## src/rtl/regfile_wb_arbiter.sv

```systemverilog
// Round-robin arbiter sharing the single register-file write port among N_REQ
// writeback sources; registers the winner onto WE/Wadr/Wdata and counts stalls.
module regfile_wb_arbiter #(
  parameter int unsigned N_REQ = 2,
  parameter int unsigned CNT_W = 16
) (
  input  logic                 CLK,
  input  logic                 RST,
  input  logic [N_REQ-1:0]     req_valid,
  input  logic [5*N_REQ-1:0]   req_adr,
  input  logic [32*N_REQ-1:0]  req_data,
  output logic [N_REQ-1:0]     req_ready,
  output logic                 WE,
  output logic [4:0]           Wadr,
  output logic [31:0]          Wdata,
  output logic                 wb_busy,
  output logic [CNT_W-1:0]     stall_cnt
);

  localparam int unsigned PTR_W  = (N_REQ > 2) ? 2 : 1;
  localparam int unsigned ADR_W  = 5;
  localparam int unsigned DATA_W = 32;

  typedef enum logic {
    IDLE  = 1'b0,
    WRITE = 1'b1
  } state_e;

  state_e              state_q, state_d;
  logic [PTR_W-1:0]    rr_ptr_q, rr_ptr_d;
  logic                we_q, we_d;
  logic [ADR_W-1:0]    wadr_q, wadr_d;
  logic [DATA_W-1:0]   wdata_q, wdata_d;
  logic [CNT_W-1:0]    stall_cnt_q, stall_cnt_d;

  logic [N_REQ-1:0]    grant_c;
  logic [N_REQ-1:0]    lo_grant_c;
  logic [PTR_W-1:0]    gidx_c;
  logic [PTR_W-1:0]    lo_idx_c;
  logic                found_hi_c;
  logic                found_lo_c;
  logic [ADR_W-1:0]    sel_adr_c;
  logic [DATA_W-1:0]   sel_data_c;
  logic                accept_c;
  logic                stall_c;

  // Round-robin pick: first valid at or above rr_ptr, else first valid from index 0.
  always_comb begin
    grant_c    = '0;
    lo_grant_c = '0;
    gidx_c     = '0;
    lo_idx_c   = '0;
    found_hi_c = 1'b0;
    found_lo_c = 1'b0;
    for (int i = 0; i < int'(N_REQ); i++) begin
      if (req_valid[i] && !found_lo_c) begin
        found_lo_c    = 1'b1;
        lo_grant_c[i] = 1'b1;
        lo_idx_c      = PTR_W'(i);
      end
      if (req_valid[i] && (i >= int'(rr_ptr_q)) && !found_hi_c) begin
        found_hi_c = 1'b1;
        grant_c[i] = 1'b1;
        gidx_c     = PTR_W'(i);
      end
    end
    if (!found_hi_c) begin
      grant_c = lo_grant_c;
      gidx_c  = lo_idx_c;
    end
  end

  // Winner's payload mux.
  always_comb begin
    sel_adr_c  = '0;
    sel_data_c = '0;
    for (int i = 0; i < int'(N_REQ); i++) begin
      if (grant_c[i]) begin
        sel_adr_c  = req_adr[ADR_W*i +: ADR_W];
        sel_data_c = req_data[DATA_W*i +: DATA_W];
      end
    end
  end

  // Grant is combinational but suppressed while reset is asserted.
  assign req_ready = RST ? '0 : grant_c;
  assign accept_c  = |req_ready;
  assign stall_c   = |(req_valid & ~req_ready);

  // Next-state and registered-output logic.
  always_comb begin
    state_d     = state_q;
    rr_ptr_d    = rr_ptr_q;
    we_d        = 1'b0;
    wadr_d      = wadr_q;
    wdata_d     = wdata_q;
    stall_cnt_d = stall_cnt_q;

    if (stall_c && (stall_cnt_q != {CNT_W{1'b1}})) begin
      stall_cnt_d = stall_cnt_q + CNT_W'(1);
    end

    case (state_q)
      IDLE:    state_d = accept_c ? WRITE : IDLE;
      WRITE:   state_d = accept_c ? WRITE : IDLE;
      default: state_d = IDLE;
    endcase

    if (accept_c) begin
      wadr_d   = sel_adr_c;
      wdata_d  = sel_data_c;
      // Writes to r0 are consumed but never reach the register file.
      we_d     = (sel_adr_c != '0);
      rr_ptr_d = (gidx_c == PTR_W'(N_REQ - 1)) ? '0 : gidx_c + PTR_W'(1);
    end
  end

  always_ff @(posedge CLK or posedge RST) begin
    if (RST) begin
      state_q     <= IDLE;
      rr_ptr_q    <= '0;
      we_q        <= 1'b0;
      wadr_q      <= '0;
      wdata_q     <= '0;
      stall_cnt_q <= '0;
    end else begin
      state_q     <= state_d;
      rr_ptr_q    <= rr_ptr_d;
      we_q        <= we_d;
      wadr_q      <= wadr_d;
      wdata_q     <= wdata_d;
      stall_cnt_q <= stall_cnt_d;
    end
  end

  assign WE        = we_q;
  assign Wadr      = wadr_q;
  assign Wdata     = wdata_q;
  assign wb_busy   = (state_q == WRITE);
  assign stall_cnt = stall_cnt_q;

endmodule

```

## config.mk

```make
export PLATFORM = sky130hd
export DESIGN_NAME = regfile_wb_arbiter
export DESIGN_NICKNAME = d
export VERILOG_FILES = /design/src/rtl/regfile_wb_arbiter.sv
export SDC_FILE = /design/constraint.sdc
export NUM_CORES = 1
export LEC_CHECK = 0
export BUFFER_PORTS_ARGS = -buffer_cell sky130_fd_sc_hd__buf_2
export CAP_MARGIN = 30
export CORE_MARGIN = 10
export CORE_UTILIZATION = 45
export CTS_CLUSTER_SIZE = 40
export DETAILED_ROUTE_END_ITERATION = 12
export PLACE_DENSITY = 0.79
export SLEW_MARGIN = 20
export SYNTH_ARGS = -nofsm -noshare
export SYNTH_HDL_FRONTEND = slang
export SYNTH_SLANG_ARGS = --single-unit
```

## constraint.sdc

```tcl
create_clock -name CLK -period 6.6 [get_ports CLK]
set_clock_uncertainty 0.05 [all_clocks]
set_input_delay 0.99 -clock CLK [delete_from_list [all_inputs] [get_ports CLK]]
set_output_delay 0.99 -clock CLK [all_outputs]
set_load 0.05 [all_outputs]
```

* Yosys cells after proc, flatten, opt, wreduce, memory -nomap -nowiden
Cells that the tools add are included.
W data, S select, Z words.
** Word-level totals
- Word-level logic and storage cells :: 36
- Latch bits :: 0
- ROM bits :: 0
- Input port bits :: 78
- Memories :: 0
- Output and inout port bits :: 57
- Register bits :: 56
- Bits in writable memories :: 0
** Operators by class
- Equal/unequal tests :: 1
- Add/sub/neg operators :: 2
- Multiplexer cells :: 15
- Div/mod/pow operators :: 0
- Multipliers :: 0
- Reduce and logical (&&, ||, !) cells :: 9
- Order comparisons :: 1
- Shift operators :: 0
- Bitwise gates (word level) :: 2
** Operators by type and width (count)
- $mux W32 :: 2
- $add A16 B1 Y16 const B :: 1
- $ne A16 B16 Y1 const B :: 1
- $mux W5 :: 2
- $mux W1 :: 9
- $reduce_bool A5 Y1 :: 1
- $logic_and A1 B1 Y1 :: 4
- $mux W2 :: 2
- $reduce_or A2 Y1 :: 2
- $and A2 B2 Y2 :: 1
- $logic_not A1 Y1 :: 2
- $not A2 Y2 :: 1
- $add A1 B1 Y1 const B :: 1
- $ge A1 B1 Y1 const A :: 1

* Logic depth before layout (Yosys ltp)
- Depth after elaboration :: 12
- Depth in mapped cells :: 6
- Mapped depth without buffers :: 5

* Worst setup path before layout
No wires, ideal clock.
- Kind :: input -> output
- Start :: input port RST
- End :: output port req_ready[1]
- Buffers on the path :: 0
- Slack :: 2.702 ns
- Arrival time :: 2.858 ns
- Data required time :: 5.560 ns
- Stages :: 2
- Cells stage by stage :: inv_1 -> and3_1
** On the way
- Longest elaborated chain between the ends :: 1
** Ends and longest elaborated chain
- start: declaration :: line 8 : input logic RST,
- $mux W2 :: line 86 : assign req_ready = RST ? '0 : grant_c;
- end: declaration :: line 12 : output logic [N_REQ-1:0] req_ready,
Every way passes these cells.

* Worst setup path after layout
Same ends and word-level chain as after synthesis.

==> results.json <==
{
  "dp_hpwl_um": 6110,
  "grt_pass1_wl_um": 12300,
  "min_from": "Wdata[17]",
  "cts-root-buf": "clkbuf_8",
  "clock_latency_ns": 0.32,
  "end_kind": "output pin",
  "synthTopCellsByArea": "dfrtp_1 (53%), a22oi_1 (11%), o21ai_0 (7.8%)",
  "status": "finished, final reports clean",
  "rows": 27,
  "yosysWarnings": 0,
  "num-nets-final": 462,
  "hold_path.class": "reg2reg",
  "ctsResizeCount": 0,
  "synth_fa_ha_area_frac": 0.00907,
  "drtPass1Iterations": 4,
  "r2r_start": "stall_cnt[0]",
  "yosys-mux-area-fraction": 0.0167,
  "diodes": 0,
  "place_worst_setup_slack_ns": 2.74,
  "num_io_pins": 135,
  "synthArstFlopShare": 1.00,
  "num_vias": 2418,
  "die_w_um": 96.3,
  "cts_tree": "done",
  "worst-path-buf-inv": 4,
  "ys.flop_type": "dfrtp_1",
  "max-vdd-ir-drop_mv": 0.154,
  "hold_violations": 0,
  "drc": 0,
  "fin_crit_sh": 0.573,
  "regArea_um2": 1400,
  "postCtsSetupBuffers": 0,
  "gp_congestion": 0.779,
  "grt_max_degree": 45,
  "critPathMaxFanout": 34,
  "grt_pass1_vias": 2522,
  "cpPeakStageDelay_ns": 0.52,
  "critPathTopFamily": "buffers and inverters",
  "cts_sinks": 56,
  "relSlewSlack": 0.613,
  "r2r_slack_ns": 4.71,
  "avgViaCountPerCell": 5.30,
  "drtAntennaViolNets": 0,
  "floorplan.initialDensity": 0.470,
  "setup_viol": 0,
  "synth_area_leader_cell": "dfrtp_1",
  "seq_area_frac_synth": 0.535,
  "die_h_um": 96.3,
  "start_kind": "input pin",
  "synth_cell_types": 36,
  "ys_ff_latch": 56,
  "syn-num-nets": 333,
  "worstPathRequired_ns": 5.56,
  "synth_area_per_cell_um2": 10.3,
  "fmax_ghz": 0.264,
  "overflow": 0,
  "r2r_cells": 5,
  "cap_violations": 0,
  "power.density_nw_per_um2": 313,
  "multi_input_area_um2": 1140,
  "grt_usage": 0.169,
  "routed_wl_um": 7780,
  "synth_xor_area_frac": 0.0368,
  "cts_hold_buf": 0,
  "setup_tns_ns": 0,
  "period_minus_slack_ns": 3.79,
  "fin_ws_ns": 2.81,
  "cts_buffer_depth": 2,
  "synth_top_cell_area_share": 0.535,
  "yosys.area_share.simple": 0.147,
  "holdPathEnd": "Wdata[17]",
  "crit_path_top_delay_cell": "inv_2",
  "hold_depth": 2,
  "path_clk_slew_ns": 0.09,
  "cts_made_buffers": 5,
  "synth_edf_count": 0,
  "r2r_end": "stall_cnt[1]",
  "path_common_cell": "buf_2",
  "setup.worst_path.class": "in2out",
  "wl_per_cell_um": 17.1,
  "antenna_found_initial": 0,
  "drive_gt1_frac": 0.417,
  "drt_iter0_markers": 78,
  "crit_chain": "buf_2 -> inv_2 -> buf_4 -> and3_1 -> buf_2",
  "synth-compound-area-share": 0.220,
  "htree_num_levels": 2,
  "p_leak_nw": 1.75,
  "synthCells": 254,
  "syn_area_um2": 2620,
  "worstMarginPinSlew_ns": 0.580,
  "port_buffers": 134,
  "area_growth_pct": 31.3,
  "n_fill_cell": 516,
  "worstPathArrival_ns": 2.75,
  "synth_top_family_by_area": "compound AO/OA/AOI/OAI gates",
  "core_um2": 5570,
  "slew_violations": 0,
  "dieArea_um2": 9280,
  "rsz0062_at_grt": "no"
}
metrics by stage:
stage	utilization	instance area, um2	total power [mW]	cells	hold WS, ns
final	0.617	3440	1.08	456	0.436
after CTS	0.617	3440	1.09	456	0.441
after global placement	0.600	3340	0.881	448	0.408
after detailed placement	0.600	3340	0.894	448	0.415
after floorplan	-	2620	0.762	254	0.414
after global routing	0.617	3440	1.14	456	0.469
cells by family (layout without fill, tap and decap cells):
kind of cell	after synthesis	in the layout
buf+inv	19	149
xor+xnor	11	11
fa+ha+maj	2	2
simple gates	70	70
flops	56	56
compound gates	92	92
mux	4	4
cell usage after synthesis, drive strengths merged, types with 4 or more instances:
cell type and n:
dfrtp 56, o21ai 45, nand2 43, a22oi 37
buf 11, xnor2 8, and3 6, and4 6
clkbuf 5, a21oi 4, nand3 4
layer usage:
metal	track usage	wire [um]
met4	0.0593	141
met5	0	0
met3	0.0739	778
met1	0.195	3120
met2	0.275	3740
cells in the final DEF (no fill, tap or decap), drive strengths merged, types with 2 or more instances in the layout:
master     n
nand2     43
and4       6
nand2b     2
nand3      4
dfrtp     56
buf      138
or4        2
and2       2
mux2       3
o2111ai    2
a21oi      4
a22oi     37
nand4      2
inv        4
o21ai     45
xnor2      8
clkbuf     5
xor2       3
and3       6
final cells by class:
type | count | area share
flip-flops and latches | 56 | 0.407
clock buffers | 5 | 0.0200
multi-input cells | 179 | 0.332
well taps | 72 | 0.0262
repair buffers | 138 | 0.204
clock inverters | 3 | 0.00800
inverters | 3 | 0.00327
power breakdown:
group | total [mW] | leakage, nW | switching (mW) | internal [mW]
Clock | 0.197 | 0.0463 | 0.119 | 0.0781
Sequential | 0.447 | 0.702 | 0.0456 | 0.401
Combinational | 0.433 | 1.00 | 0.321 | 0.113
Total | 1.08 | 1.75 | 0.485 | 0.592
worst register-to-register path, stage by stage, from the launching register on:
cell and delay (ns):
dfrtp_1 0.43, ha_1 0.25, and3_1 0.32, nand3_2 0.17, o21ai_2 0.22, mux2_1 0.35
worst max path at each step:
stage,from,depth (start not counted),endpoint
after floorplan,RST,2,req_ready[1]
after global placement,RST,5,req_ready[1]
after detailed placement,RST,5,req_ready[1]
after CTS,RST,5,req_ready[1]
after global routing,RST,5,req_ready[1]
final,RST,5,req_ready[1]
sequential cells by signal, indices dropped and copies added (netlist names):
register,cells
Wdata,32
rr_ptr_q,1
wb_busy,1
WE,1
Wadr,5
stall_cnt,16
Note: power is estimated with default switching activity, not from simulation.
